$ cat src/rtl/pipeline_hazard_ctrl.sv
// Stall/flush arbiter for an N-stage in-order pipeline. It produces registered per-stage
// stall, flush and bubble strobes and tracks stall statistics.
module hazard_stage_cell #(
  parameter int SW  = 3,
  parameter int IDX = 0
) (
  input  logic [SW-1:0] src,
  input  logic [SW-1:0] k,
  input  logic          k_vld,
  output logic          stall_bit,
  output logic          flush_bit,
  output logic          bubble_bit
);
  localparam logic [SW:0] ID = (SW+1)'(IDX);

  always_comb begin
    flush_bit  = ID < {1'b0, src};
    stall_bit  = k_vld && (ID <= {1'b0, k}) && !flush_bit;
    bubble_bit = k_vld && (ID == ({1'b0, k} + 1'b1));
  end
endmodule

module pipeline_hazard_ctrl #(
  parameter int NSTAGES      = 5,
  parameter int SW           = 3,
  parameter int FLUSH_CYCLES = 1,
  parameter int STALL_TO     = 255,
  parameter int CNT_W        = 16
) (
  input  logic               clk,
  input  logic               rst_n,
  input  logic [NSTAGES-1:0] stall_req,
  input  logic               redirect_valid,
  input  logic [SW-1:0]      redirect_src,
  input  logic               timeout_clr,
  output logic [NSTAGES-1:0] stall,
  output logic [NSTAGES-1:0] flush,
  output logic [NSTAGES-1:0] bubble,
  output logic [1:0]         ctrl_state,
  output logic               stall_timeout,
  output logic [CNT_W-1:0]   stall_count
);
  typedef enum logic [1:0] {RUN = 2'b00, STALL = 2'b01, FLUSH = 2'b10} state_t;

  localparam logic [SW-1:0]    LAST  = SW'(NSTAGES-1);
  localparam logic [3:0]       FC    = 4'(FLUSH_CYCLES);
  localparam logic [CNT_W-1:0] TO    = CNT_W'(STALL_TO);
  localparam logic [CNT_W-1:0] TO_M1 = CNT_W'(STALL_TO-1);

  state_t             state, state_nxt;
  logic [SW-1:0]      src_q, src_nxt, eff_src, k;
  logic [3:0]         fcnt_q, fcnt_nxt;
  logic               rd_ok, accept, hold, k_vld, any_stall;
  logic [NSTAGES-1:0] eff_req, stall_nxt, flush_nxt, bubble_nxt;
  logic [CNT_W-1:0]   wd_q;

  // state register
  always_ff @(posedge clk or negedge rst_n) begin
    if (!rst_n) begin
      state  <= RUN;
      src_q  <= '0;
      fcnt_q <= '0;
    end else begin
      state  <= state_nxt;
      src_q  <= src_nxt;
      fcnt_q <= fcnt_nxt;
    end
  end

  // next-state logic; eff_src is the flush boundary that applies in the next cycle
  always_comb begin
    rd_ok   = redirect_valid && (redirect_src != '0) && (redirect_src <= LAST);
    accept  = rd_ok && ((state != FLUSH) || (redirect_src > src_q));
    hold    = !accept && (state == FLUSH) && (fcnt_q > 4'd1);
    eff_src = accept ? redirect_src : (hold ? src_q : '0);
    for (int i = 0; i < NSTAGES; i++)
      eff_req[i] = stall_req[i] && (SW'(i) >= eff_src);
    k     = '0;
    k_vld = 1'b0;
    for (int i = 0; i < NSTAGES; i++)
      if (eff_req[i]) begin
        k     = SW'(i);
        k_vld = 1'b1;
      end
    src_nxt   = eff_src;
    fcnt_nxt  = '0;
    state_nxt = k_vld ? STALL : RUN;
    if (accept) begin
      fcnt_nxt  = FC;
      state_nxt = FLUSH;
    end else if (hold) begin
      fcnt_nxt  = fcnt_q - 4'd1;
      state_nxt = FLUSH;
    end
  end

  for (genvar g = 0; g < NSTAGES; g++) begin : g_stage
    hazard_stage_cell #(.SW(SW), .IDX(g)) u_cell (
      .src       (eff_src),
      .k         (k),
      .k_vld     (k_vld),
      .stall_bit (stall_nxt[g]),
      .flush_bit (flush_nxt[g]),
      .bubble_bit(bubble_nxt[g])
    );
  end

  // output logic
  always_comb begin
    ctrl_state = state;
    any_stall  = |stall;
  end

  // stall statistics follow the registered stall strobe
  always_ff @(posedge clk or negedge rst_n) begin
    if (!rst_n) begin
      stall         <= '0;
      flush         <= '0;
      bubble        <= '0;
      wd_q          <= '0;
      stall_timeout <= 1'b0;
      stall_count   <= '0;
    end else begin
      stall  <= stall_nxt;
      flush  <= flush_nxt;
      bubble <= bubble_nxt;
      if (!any_stall)     wd_q <= '0;
      else if (wd_q != TO) wd_q <= wd_q + 1'b1;
      stall_timeout <= (any_stall && (wd_q == TO_M1)) || (stall_timeout && !timeout_clr);
      if (any_stall && (stall_count != '1)) stall_count <= stall_count + 1'b1;
    end
  end
endmodule

$ cat config.mk
export PLATFORM = sky130hd
export DESIGN_NAME = pipeline_hazard_ctrl
export DESIGN_NICKNAME = d
export VERILOG_FILES = /design/src/rtl/pipeline_hazard_ctrl.sv
export SDC_FILE = /design/constraint.sdc
export NUM_CORES = 1
export LEC_CHECK = 0
export BUFFER_PORTS_ARGS = -buffer_cell sky130_fd_sc_hd__buf_2
export CAP_MARGIN = 20
export CORE_UTILIZATION = 49
export DETAILED_ROUTE_END_ITERATION = 7
export PLACE_DENSITY = 0.74
export RECOVER_POWER = 25
export SYNTH_ARGS = -nofsm -noshare
export SYNTH_HDL_FRONTEND = slang
export SYNTH_SLANG_ARGS = --single-unit
$ cat constraint.sdc
create_clock -name clk -period 1.85 [get_ports clk]
set_input_delay 0.185 -clock clk [delete_from_list [all_inputs] [get_ports clk]]
set_output_delay 0.185 -clock clk [all_outputs]
set_load 0.01 [all_outputs]
Yosys cells after proc, flatten, opt, wreduce, memory -nomap -nowiden
Cells that the tools add are included.
{ "totals": {"wordCells": 97, "regBits": 57} }
{ "classes": {"reduce_logical": 39, "add_sub_neg": 4, "magnitude_cmp": 17, "muxes": 18, "n_eq_ne": 10} }
{ "op_table": {"columns": ["operator", "count"], "rows": [
  ["adder 16 x 1 -> 16 bit, second input constant", 2],
  ["two-way mux 16 bit", 2],
  ["logical AND 1 bit", 27],
  ["== test 16 x 8 -> 1 bit, second input constant", 1],
  ["!= test 16 bit, second input constant", 1],
  ["!= test 16 x 8 -> 1 bit, second input constant", 1],
  ["two-way mux 3 bit", 5],
  ["== test 2 x 4 -> 1 bit, first input constant", 2],
  ["two-way mux 4 bit", 2],
  ["zero test 1 bit", 7],
  ["two-way mux 1 bit", 7],
  [">= comparator 1 x 3 -> 1 bit, first input constant", 2],
  [">= comparator 2 x 3 -> 1 bit, first input constant", 2],
  ["<= comparator 2 x 3 -> 1 bit, first input constant", 2],
  ["less-than comparator 1 x 3 -> 1 bit, first input constant", 2],
  ["less-than comparator 2 x 3 -> 1 bit, first input constant", 2],
  ["OR reduction 5 bit", 1],
  ["adder 3 x 1 -> 4 bit, second input constant", 1],
  ["== test 1 x 4 -> 1 bit, first input constant", 1],
  ["== test 3 x 4 -> 1 bit, first input constant", 1],
  ["greater-than comparator 4 x 1 -> 1 bit, second input constant", 1],
  ["zero test 4 bit", 1],
  ["two-way mux 2 bit", 2],
  ["subtractor 4 x 1 -> 4 bit, second input constant", 1],
  ["other kinds (11)", 12]
]} }

Depth between registers and ports, before layout
Gate-level depths: netlist (run 1).
{ "depth": {"word_depth": 19, "mapped_depth": 8, "depth_no_buf": 7} }

By module
From an unflattened synthesis (run 1), not the netlist that was laid out.
{ "unflattened": {"cells_unflattened": 263, "hier_area_um2": 2870.3} }
{ "by_module_without_submodules": {"columns": ["mod", "n_inst", "cells_per_inst", "area_each_um2"], "rows": [
  ["pipeline_hazard_ctrl", 1, 241, 2722.6],
  ["hazard_stage_cell at g_stage[1].u_cell", 1, 4, 37.5],
  ["hazard_stage_cell at g_stage[3].u_cell", 1, 5, 33.8],
  ["hazard_stage_cell at g_stage[0].u_cell", 1, 4, 26.3],
  ["hazard_stage_cell at g_stage[2].u_cell", 1, 5, 25.0],
  ["hazard_stage_cell at g_stage[4].u_cell", 1, 4, 25.0]
]} }

Worst setup path after synthesis (run 1)
No wires, ideal clock.
{ "synth_timing": {"path_kind": "flip-flop to flip-flop", "startpoint": "register, netlist name flush[3]", "endpoint": "register bubble[1]", "n_path_buf": 1, "path_slack_ns": -0.176, "arrival_ns": 1.915, "setup_time_ns": 0.111, "stages_incl_launch_ff": 9, "period_less_slack_ns": 2.026, "required_ns": 1.739, "cell_sequence": "dfrtp_1 -> inv_1 -> ha_1 -> nand3_1 -> or2_1 -> buf_6 -> a311oi_2 -> o221ai_2 -> a2111oi_2"} }
{ "synth_lines": {"columns": ["element", "line", "rtl"], "rows": [
  ["end signal: assignment", "126", "bubble <= bubble_nxt;"],
  ["end: declaration", "38", "output logic [NSTAGES-1:0] bubble,"]
]} }

Worst setup path in the final report (run 1)
{ "layout_timing": {"startpoint": "register fcnt_q[0]", "endpoint": "register bubble[1]"} }
{ "layout_via": {"elab_chain_len": 13} }
{ "layout_lines": {"columns": ["element", "line", "rtl"], "rows": [
  ["start: declaration", "52", "logic [3:0] fcnt_q, fcnt_nxt;"],
  ["start signal: assignment", "66", "fcnt_q <= fcnt_nxt;"],
  ["greater-than comparator 4 x 1 -> 1 bit *", "74", "hold = !accept && (state == FLUSH) && (fcnt_q > 4'd1);"],
  ["logical AND 1 bit *", "74", null],
  ["two-way mux 3 bit * (2 in series)", "75", "eff_src = accept ? redirect_src : (hold ? src_q : '0);"],
  [">= comparator 1 x 3 -> 1 bit", "77", "eff_req[i] = stall_req[i] && (SW'(i) >= eff_src);"],
  ["logical AND 1 bit", "77", null],
  ["two-way mux 1 bit", "81", "if (eff_req[i]) begin"],
  ["two-way mux 3 bit (3 in series)", "81", null],
  ["adder 3 x 1 -> 4 bit", "19", "bubble_bit = k_vld && (ID == ({1'b0, k} + 1'b1));"],
  ["== test 1 x 4 -> 1 bit", "19", null],
  ["logical AND 1 bit *", "19", null],
  ["via g_stage[1].u_cell.bubble_bit", "12", "output logic bubble_bit"]
]} }
Mark *: on every way through the listed nets, which the timed path passes. The rest lies on a longest branch.
A chain may end at the register's enable or synchronous reset.

==> impl_metrics.tcl, run 1 <==
set metrics [dict create \
    dp_hpwl_mm 4.755 \
    leakagePower_nw 1.817 \
    cts.sinks 56 \
    route.detailed.drc 0 \
    hold_viol 0 \
    grt_max_degree 40 \
    max_cap_violations 0 \
    wl_per_cell_um 16.04 \
    crit_type "reg2reg" \
    area_growth_pct 35.29 \
    r2r_cells 7 \
    violations "negative setup slack" \
    drt_wl_total_mm 7.090 \
    core-area_um2 5574 \
    postRouteAntennaNets 0 \
    root_buffer "clkbuf_8" \
    hold_path_depth 2 \
    async_flop_share_pct 100.0 \
    rrSetupSlack_ns -0.23 \
    tightestPinTransition_ns 0.9187 \
    rsz0062_at_grt "yes" \
    htreeDepth 2 \
    first_pass_iters 4 \
    hp-class "in2reg" \
    rr_startpoint "fcnt_q[0]" \
    syn-cell-area_um2 2883 \
    ys_ff_latch 56 \
    timing.rr.end "bubble[1]" \
    grt_pass1_wl_mm 11.24 \
    ys_seq_area_share_pct 48.61 \
    die_w_um 78.70 \
    port-buffer-count 45 \
    cp.required_ns 2.05 \
    rows 27 \
    worstSetupEndpointType "flip-flop" \
    hold_start "timeout_clr" \
    seqCellArea_um2 1403 \
    critPathTopFamily "compound AO/OA/AOI/OAI gates" \
    clk_path_buf_depth 2 \
    postSynthAreaPerCell_um2 10.56 \
    insertion_delay_ns 0.31 \
    arrival_ns 2.28 \
    cts_buffers 5 \
    cpPeakStageDelay_ns 0.39 \
    finalMaxSlewViolations 0 \
    path_cells "inv_1 > ha_2 > or2_4 > a21o_1 > a311oi_2 > o221ai_2 > a2111oi_4" \
    period_share_pct 112.4 \
    slew_headroom_pct 38.76 \
    clkTransAtPathRegs_ns 0.10 \
    n_fill_cell 398 \
    grt_pass1_vias 2383 \
    critPathMaxFanout 3 \
    ys_types 57 \
    worst_ir_drop_vdd_uv 478.9 \
    power.density_nw_per_um2 844.2 \
    final_util_pct 69.97 \
    cp-start-kind "flip-flop" \
    synth-edff-count 0 \
    synth_nets 293 \
    layout_min_cycle_time_ns 2.079 \
    multi_input_area_um2 1640 \
    cts_tree "yes" \
    ys.flop_type "dfrtp_1" \
    worstHoldEndpoint "stall_timeout" \
    status "finished, violations left" \
    viasPerCell 5.613 \
    ioPinCount 46 \
    drive_above_1_share_pct 41.35 \
    die_area_um2 6194 \
    fin_skew_ns 0.01119 \
    die_y_um 78.70 \
    setup_ws_ns -0.2291 \
    diodes 0 \
    antenna_found_initial 0 \
    ys_warn_count 0 \
    synthCells 273 \
    initialDrtViolationCount 149 \
    final_nets 389 \
    setup_viol 13 \
    hold_ws_ns 0.04277 \
    crit_buf_inv 1 \
    gp_congestion 0.9097 \
    max_freq_mhz 481.0 \
    grt.total_usage_pct 23.33 \
    vias 2481 \
    grt-ovfl-total 0 \
    start_util_pct 51.72 \
    cp_slowest_cell "dfrtp_1" \
]
==> report_power, final <==
| group | internal (mW) | leakage, nW | switching (mW) |
|---|---|---|---|
| Combinational | 0.440 | 1.04 | 0.472 |
| Sequential | 1.41 | 0.719 | 0.174 |
| Clock | 0.402 | 0.0552 | 0.388 |
==> timing repair <==
action,4_1_cts,5_1_grt
endpoints found under the hold margin,17,0
gates resized for setup,18,24
pin swaps,16,8
buffers inserted,7,6
endpoints found under the setup margin,14,25
hold buffers,1,0
==> registers in the layout, summed over array words and instances, names as in the netlist <==
register	cells
stall	5
ctrl_state	2
fcnt_q	4
flush	5
wd_q	16
bubble	5
stall_timeout	1
src_q	2
stall_count	16
==> worst max path at each step <==
stage | startpoint | to | slack [ns] | cells past startpoint
2_1_floorplan | flush[3] | bubble[1] | -0.07 | 8
3_3_place_gp | fcnt_q[0] | bubble[1] | -0.12 | 7
3_5_place_dp | fcnt_q[0] | bubble[1] | -0.20 | 7
4_1_cts | fcnt_q[0] | bubble[1] | -0.18 | 7
5_1_grt | fcnt_q[1] | bubble[1] | -0.33 | 7
6_report | fcnt_q[0] | bubble[1] | -0.23 | 7
==> logic make-up after synthesis <==
kind of cell	after synthesis	synth area share, %
AO/OA/AOI/OAI	50	13.98
XOR/XNOR	28	8.507
adder cells (fa/ha/maj)	8	3.472
buffers and inverters	18	2.734
flip-flops	56	48.61
multiplexers	4	1.649
other	1	0.1301
AND/OR/NAND/NOR	108	20.92
==> cells in the final DEF, fill, tap and decap left out, types with 7 or more instances in the layout <==
cell,instances
dfrtp_1,55
buf_2,45
buf_4,43
nor2_1,23
xor2_1,17
nand2_1,12
xnor2_1,11
inv_1,9
and3_1,9
nand4_1,7
a21oi_1,7
nand3_1,7
nor3_1,7
o21ai_0,7
and4_1,7
==> cell usage after synthesis, types with 3 or more instances <==
library cell / number / share of area, %
o2111ai_1: 4 / 1.2
clkbuf_1: 4 / 0.52
dfrtp_1: 56 / 49
nand3_1: 10 / 1.7
inv_1: 12 / 1.6
nand4_1: 7 / 1.5
xor2_1: 17 / 5.2
xnor2_1: 11 / 3.3
o21ai_0: 8 / 1.4
a21oi_1: 9 / 1.6
and3_1: 10 / 2.2
nor2_1: 25 / 3.3
ha_1: 8 / 3.5
nor3_1: 8 / 1.4
o211ai_1: 5 / 1.3
nand2_1: 13 / 1.7
a31oi_1: 3 / 0.65
and2_1: 6 / 1.3
and4_1: 7 / 2.1
==> area by class of cell <==
cell class | count | area share, %
Tap cell | 72 | 2.310
Inverter | 12 | 1.155
Sequential cell | 56 | 35.96
Clock buffer | 6 | 1.861
Timing Repair Buffer | 95 | 15.75
Clock inverter | 2 | 0.8983
Multi-Input combinational cell | 199 | 42.06
==> through the flow <==
stage                     total power, mW  instance area, um2  TNS [ns]  std cells  worst slack (ns)
final                               3.292                3900    -1.522        442           -0.2291
after floorplan                     2.086                2938  -0.09526        273          -0.06853
after CTS                           3.285                3757   -0.5659        436           -0.1765
after detailed placement            2.456                3510    -1.058        421           -0.1977
after global routing                3.503                3900    -7.394        442           -0.3294
after global placement              2.422                3510   -0.6379        421           -0.1191
==> worst reg2reg max path: stages (launching register included) <==
cell and delay (ns):
dfrtp_1 0.39, inv_1 0.07, ha_2 0.17, or2_4 0.28, a21o_1 0.23, a311oi_2 0.33
o221ai_2 0.19, a2111oi_4 0.33
==> routing by layer <==
layer  wire, um  part of all wire (%)  vias up  track usage [%]
li1           -                     -     1176                -
met1       2937                    41     1188            30.19
met2       3580                    50       94            38.70
met3        317                   4.5       23            3.218
met4        255                   3.6        0            10.74
met5          0                     0        -                0
Note: power is estimated with default switching activity, not from simulation.
==> run 2: changes to the inputs <==
==> constraint.sdc (replaced) <==
create_clock -name clk -period 1.9 [get_ports clk]
set_input_delay 0.19 -clock clk [delete_from_list [all_inputs] [get_ports clk]]
set_output_delay 0.19 -clock clk [all_outputs]
set_load 0.01 [all_outputs]
==> run 2 against run 1 <==
  * The run still ends with negative setup slack left
  * Sequential share of layout area increased by 0.61 points
  * Clock skew is 0.0022 ns higher
  * Hold slack improved by 0.031 ns
  * Combinational power is 0.7% lower
  * First-iteration DRC count is 3.4% higher
  * Flip-flop and latch count unchanged
  * Maximum frequency rose by 2.9%
  * Sequential power is 3% lower
  * Critical endpoint is now stall[1]
  * Largest power group unchanged
  * Highest routed layer unchanged
==> impl_metrics.tcl, run 2 (synthesis gave the netlist of run 1 again) <==
set metrics [dict create \
    finalMaxSlewViolations 0 \
    wl_per_cell_um 15.37 \
    grt_pass1_wl_mm 10.92 \
    n_fill_cell 428 \
    leakagePower_nw 1.765 \
    p_seq_share_pct 48.2 \
    hp-class "in2reg" \
    drive_above_1_share_pct 40.00 \
    grt-ovfl-total 0 \
    insertion_delay_ns 0.30 \
    diodes 0 \
    root_buffer "clkbuf_8" \
    htreeDepth 2 \
    period_share_pct 106.4 \
    viasPerCell 5.514 \
    reg_top3 "stall_count: 16 flops, wd_q: 16 flops" \
    core-area_um2 5574 \
    setup_viol 7 \
    setup_ws_ns -0.1208 \
    die_w_um 78.70 \
    hold_viol 0 \
    pwr-share-clk_pct 23.5 \
    final_cell_mix "56 x dfrtp_1, 45 x buf_2, 33 x buf_4" \
    layout_min_cycle_time_ns 2.021 \
    first_pass_iters 4 \
    comb_power_share_pct 28.4 \
    worst_ir_drop_vdd_uv 462.3 \
    gp_congestion 0.8926 \
    grt_pass1_vias 2349 \
    finalPower_mw 3.197 \
    hold_ws_ns 0.07360 \
    cp.required_ns 2.06 \
    start_util_pct 51.72 \
    port-buffer-count 45 \
    die_area_um2 6194 \
    worstSetupEndpointType "flip-flop" \
    cts_buffers 5 \
    cp-start-kind "flip-flop" \
    route.detailed.drc 0 \
    vias 2382 \
    cts_tree "yes" \
    power.density_nw_per_um2 834.4 \
    drt_wl_total_mm 6.640 \
    final_nets 379 \
    swShare_pct 30.96 \
    clk_path_buf_depth 2 \
    area_growth_pct 32.90 \
    postPlaceCellArea_um2 3442 \
    slew_headroom_pct 11.33 \
    postRouteAntennaNets 0 \
    initialDrtViolationCount 154 \
    rsz0062_at_grt "yes" \
    grt.total_usage_pct 22.46 \
    p_sw_uw 989.6 \
    dp_hpwl_mm 4.705 \
    status "finished, violations left" \
    grt_max_degree 57 \
    final_common_cell "dfrtp_1" \
    antenna_found_initial 0 \
    clkTransAtPathRegs_ns 0.09 \
    max_cap_violations 0 \
    rows 27 \
    fin_skew_ns 0.01339 \
    multi_input_area_um2 1654 \
    cts.sinks 56 \
    ioPinCount 46 \
    place_ws_ns -0.1155 \
    arrival_ns 2.18 \
    p_int_mw 2.207 \
    critPathMaxFanout 7 \
    max_freq_mhz 494.9 \
    violations "negative setup slack" \
    die_y_um 78.70 \
    crit_type "reg2reg" \
    tightestPinTransition_ns 1.330 \
    design_area_um2 3831 \
    seqCellArea_um2 1401 \
]
-- run 2: what timing repair did --
action | 4_1_cts | 5_1_grt
setup buffers | 2 | 4
pin swaps | 11 | 19
hold buffers | 1 | 0
hold endpoints to repair | 56 | 0
gates resized for setup | 14 | 30
cloned | 1 | 0
endpoints found under the setup margin | 7 | 14
-- run 2: through the flow --
step | TNS, ns | cells | utilization [%]
2_1_floorplan | -0.02035 | 273 | -
3_3_place_gp | -0.1293 | 416 | 61.75
3_5_place_dp | -0.4285 | 416 | 61.75
4_1_cts | -0.09742 | 428 | 65.84
5_1_grt | -1.055 | 432 | 68.73
6_report | -0.5209 | 432 | 68.73
-- run 2: path summary, 6_finish.rpt --
path                                      start               to  slack (ns)  cells past startpoint
min in group asynchronous                 rst_n   stall_count[7]        0.80                      3
max in group asynchronous                 rst_n         src_q[1]        0.30                      3
worst min register to register  stall_count[15]  stall_count[15]        0.49                      1
worst min-delay path                timeout_clr    stall_timeout        0.07                      2
worst max-delay path                   flush[3]         stall[1]       -0.12                      9
worst max register to register         flush[3]         stall[1]       -0.12                      9
-- run 2: power groups by stage --
stage	registers (mW)	logic (mW)	clock network, mW
2_1_floorplan	1.60	0.422	0
3_3_place_gp	1.55	0.807	0
3_5_place_dp	1.56	0.833	0
4_1_cts	1.54	0.865	0.766
5_1_grt	1.57	0.989	0.814
6_report	1.54	0.907	0.750
-- run 2: area by class of cell --
cell class                 count  area share (%)
sequential                    56           36.58
timing repair buffer          84           13.91
tap                           72           2.351
clock inverter                 2          0.9144
multi-input combinational    200           43.17
clock buffer                   6           1.894
inverter                      12           1.176
-- run 2: critical path: stages (launching register included) --
cell and delay (ns):
dfrtp_1 0.37, inv_2 0.06, ha_4 0.30, nand3b_1 0.16, buf_6 0.17, nand3_4 0.11
nand4_1 0.16, buf_4 0.18, a32oi_4 0.24, a41oi_2 0.16
-- run 2: layer usage --
layer  part of all wire [%]  wire (um)  global-route usage (%)
met4                    2.6        173                   9.074
met3                    3.3        221                   3.333
met2                     52       3421                   39.39
met5                      0          0                       0
met1                     43       2823                   27.61
==> run 3: changes to the inputs <==
--- a/config.mk
+++ b/config.mk
@@ -9,7 +9,7 @@
 export CAP_MARGIN = 20
 export CORE_UTILIZATION = 49
 export DETAILED_ROUTE_END_ITERATION = 7
-export PLACE_DENSITY = 0.74
+export PLACE_DENSITY_LB_ADDON = 0.1
 export RECOVER_POWER = 25
 export SYNTH_ARGS = -nofsm -noshare
 export SYNTH_HDL_FRONTEND = slang
==> constraint.sdc (replaced) <==
create_clock -name clk -period 2.45 [get_ports clk]
set_input_delay 0.245 -clock clk [delete_from_list [all_inputs] [get_ports clk]]
set_output_delay 0.245 -clock clk [all_outputs]
set_load 0.01 [all_outputs]
==> run 3 against run 2 <==
  * The flow now finishes without violations
  * Total power shrank 29%
  * Wire length shrank 12%
  * Non-clock buffer count shrank 34
==> impl_metrics.tcl, run 3 (synthesis gave the netlist of run 1 again) <==
set metrics [dict create \
    worst_ir_drop_vdd_uv 301.9 \
    fin_skew_ns 0.007863 \
    cts_hold_buf 0 \
    status "finished clean" \
    die_y_um 78.70 \
    drive_above_1_share_pct 24.92 \
    rows 27 \
    final.setup.tns_ns 0 \
    max_cap_violations 0 \
    critPathMaxFanout 5 \
    seqCellArea_um2 1401 \
    dp_hpwl_mm 4.331 \
    cpPeakStageDelay_ns 0.56 \
    critPathTopFamily "simple AND/OR/NAND/NOR gates" \
    viasPerCell 5.622 \
    cts_tree "yes" \
    setup_viol 0 \
    hold_viol 0 \
    setup_ws_ns 0.1643 \
    initialDrtViolationCount 106 \
    critical_path_depth 7 \
    die_w_um 78.70 \
    grt-ovfl-total 0 \
    postRouteAntennaNets 0 \
    drt_wl_total_mm 5.869 \
    final_cell_mix "56 x dfrtp_1, 45 x buf_2, 25 x nor2_1" \
    area_growth_pct 15.10 \
    tightestPinTransition_ns 1.346 \
    grt_pass1_wl_mm 10.08 \
    core-area_um2 5574 \
    diodes 0 \
    port-buffer-count 45 \
    max_freq_mhz 437.5 \
    r2r_cells 7 \
    grt_max_degree 57 \
    final_nets 344 \
    n_fill_cell 499 \
    cts.sinks 56 \
    ioPinCount 46 \
    htreeDepth 2 \
    root_buffer "clkbuf_8" \
    rrSetupSlack_ns 0.16 \
    hold_path_depth 2 \
    first_pass_iters 4 \
    route.detailed.drc 0 \
    die_area_um2 6194 \
    reg_top3 "stall_count: 16 flops, wd_q: 16 flops" \
    multi_input_area_um2 1424 \
    start_util_pct 51.72 \
    cp.required_ns 2.65 \
    design_area_um2 3318 \
    clkTransAtPathRegs_ns 0.11 \
    rsz0062_at_grt "no" \
    finalMaxSlewViolations 0 \
    antenna_found_initial 0 \
    slew_headroom_pct 10.28 \
    path_cells "inv_1 > ha_1 > nand3b_1 > and3_1 > or4_1 > o211ai_1 > o21ba_2" \
    wl_per_cell_um 14.78 \
    grt_pass1_vias 2172 \
    leakagePower_nw 1.561 \
    worstSetupEndpointType "flip-flop" \
    crit_buf_inv 1 \
    vias 2232 \
    cts_buffers 5 \
    grt.total_usage_pct 20.73 \
    arrival_ns 2.49 \
    final_common_cell "dfrtp_1" \
    layout_min_cycle_time_ns 2.286 \
    hp-class "in2reg" \
    crit_type "reg2reg" \
    period_share_pct 93.29 \
    gp_congestion 0.8597 \
    cp-start-kind "flip-flop" \
    place_ws_ns 0.1459 \
    power.density_nw_per_um2 686.7 \
    hold_ws_ns 0.1015 \
    cp_slowest_cell "or4_1" \
    postPlaceCellArea_um2 3194 \
    insertion_delay_ns 0.30 \
    clk_path_buf_depth 2 \
]
## run 3: cell type report
cell class | instances | area share, %
Tap cell | 72 | 2.715
Clock buffer | 6 | 2.489
Sequential cell | 56 | 42.23
Multi-Input combinational cell | 199 | 42.91
Timing Repair Buffer | 50 | 7.843
Inverter | 12 | 1.357
Clock inverter | 2 | 0.4525
## run 3: final timing paths
kind | end | startpoint
max reg2reg | stall[2] | flush[3]
min | stall_timeout | timeout_clr
min reg2reg | stall_count[5] | stall_count[5]
max | stall[2] | flush[3]
max in group asynchronous | ctrl_state[1] | rst_n
min in group asynchronous | stall_count[9] | rst_n
## run 3: worst reg2reg max path, stage by stage (launching register included)
cell and delay [ns]:
dfrtp_1 0.42, inv_1 0.11, ha_1 0.34, nand3b_1 0.15
and3_1 0.24, or4_1 0.56, o211ai_1 0.17, o21ba_2 0.20
## run 3: metrics by stage
| step | util, % | total power [mW] | std cells |
|---|---|---|---|
| finish | 59.53 | 2.279 | 397 |
| floorplan | - | 1.564 | 273 |
| detailed placement | 57.31 | 1.767 | 388 |
| CTS | 59.06 | 2.294 | 396 |
| global placement | 57.31 | 1.755 | 388 |
| global route | 59.53 | 2.435 | 397 |
## run 3: report_power, final
part | total, mW | internal [mW] | switching [mW]
registers | 1.21 | 1.07 | 0.146
logic | 0.536 | 0.250 | 0.285
clock network | 0.530 | 0.230 | 0.301
total | 2.28 | 1.55 | 0.732
## run 3: metal layers
layer  GRT usage [%]  vias up  wire length, um
met4           5.926        0               68
met1           26.33     1102             2635
met5               0        -                0
li1                -     1087                -
met2           36.17       39             2987
met3           3.563        4              178
## run 3: repair_timing
action                                  CTS  global route
gates resized for setup                   0             4
setup buffers                             0             1
endpoints found under the setup margin    0             3
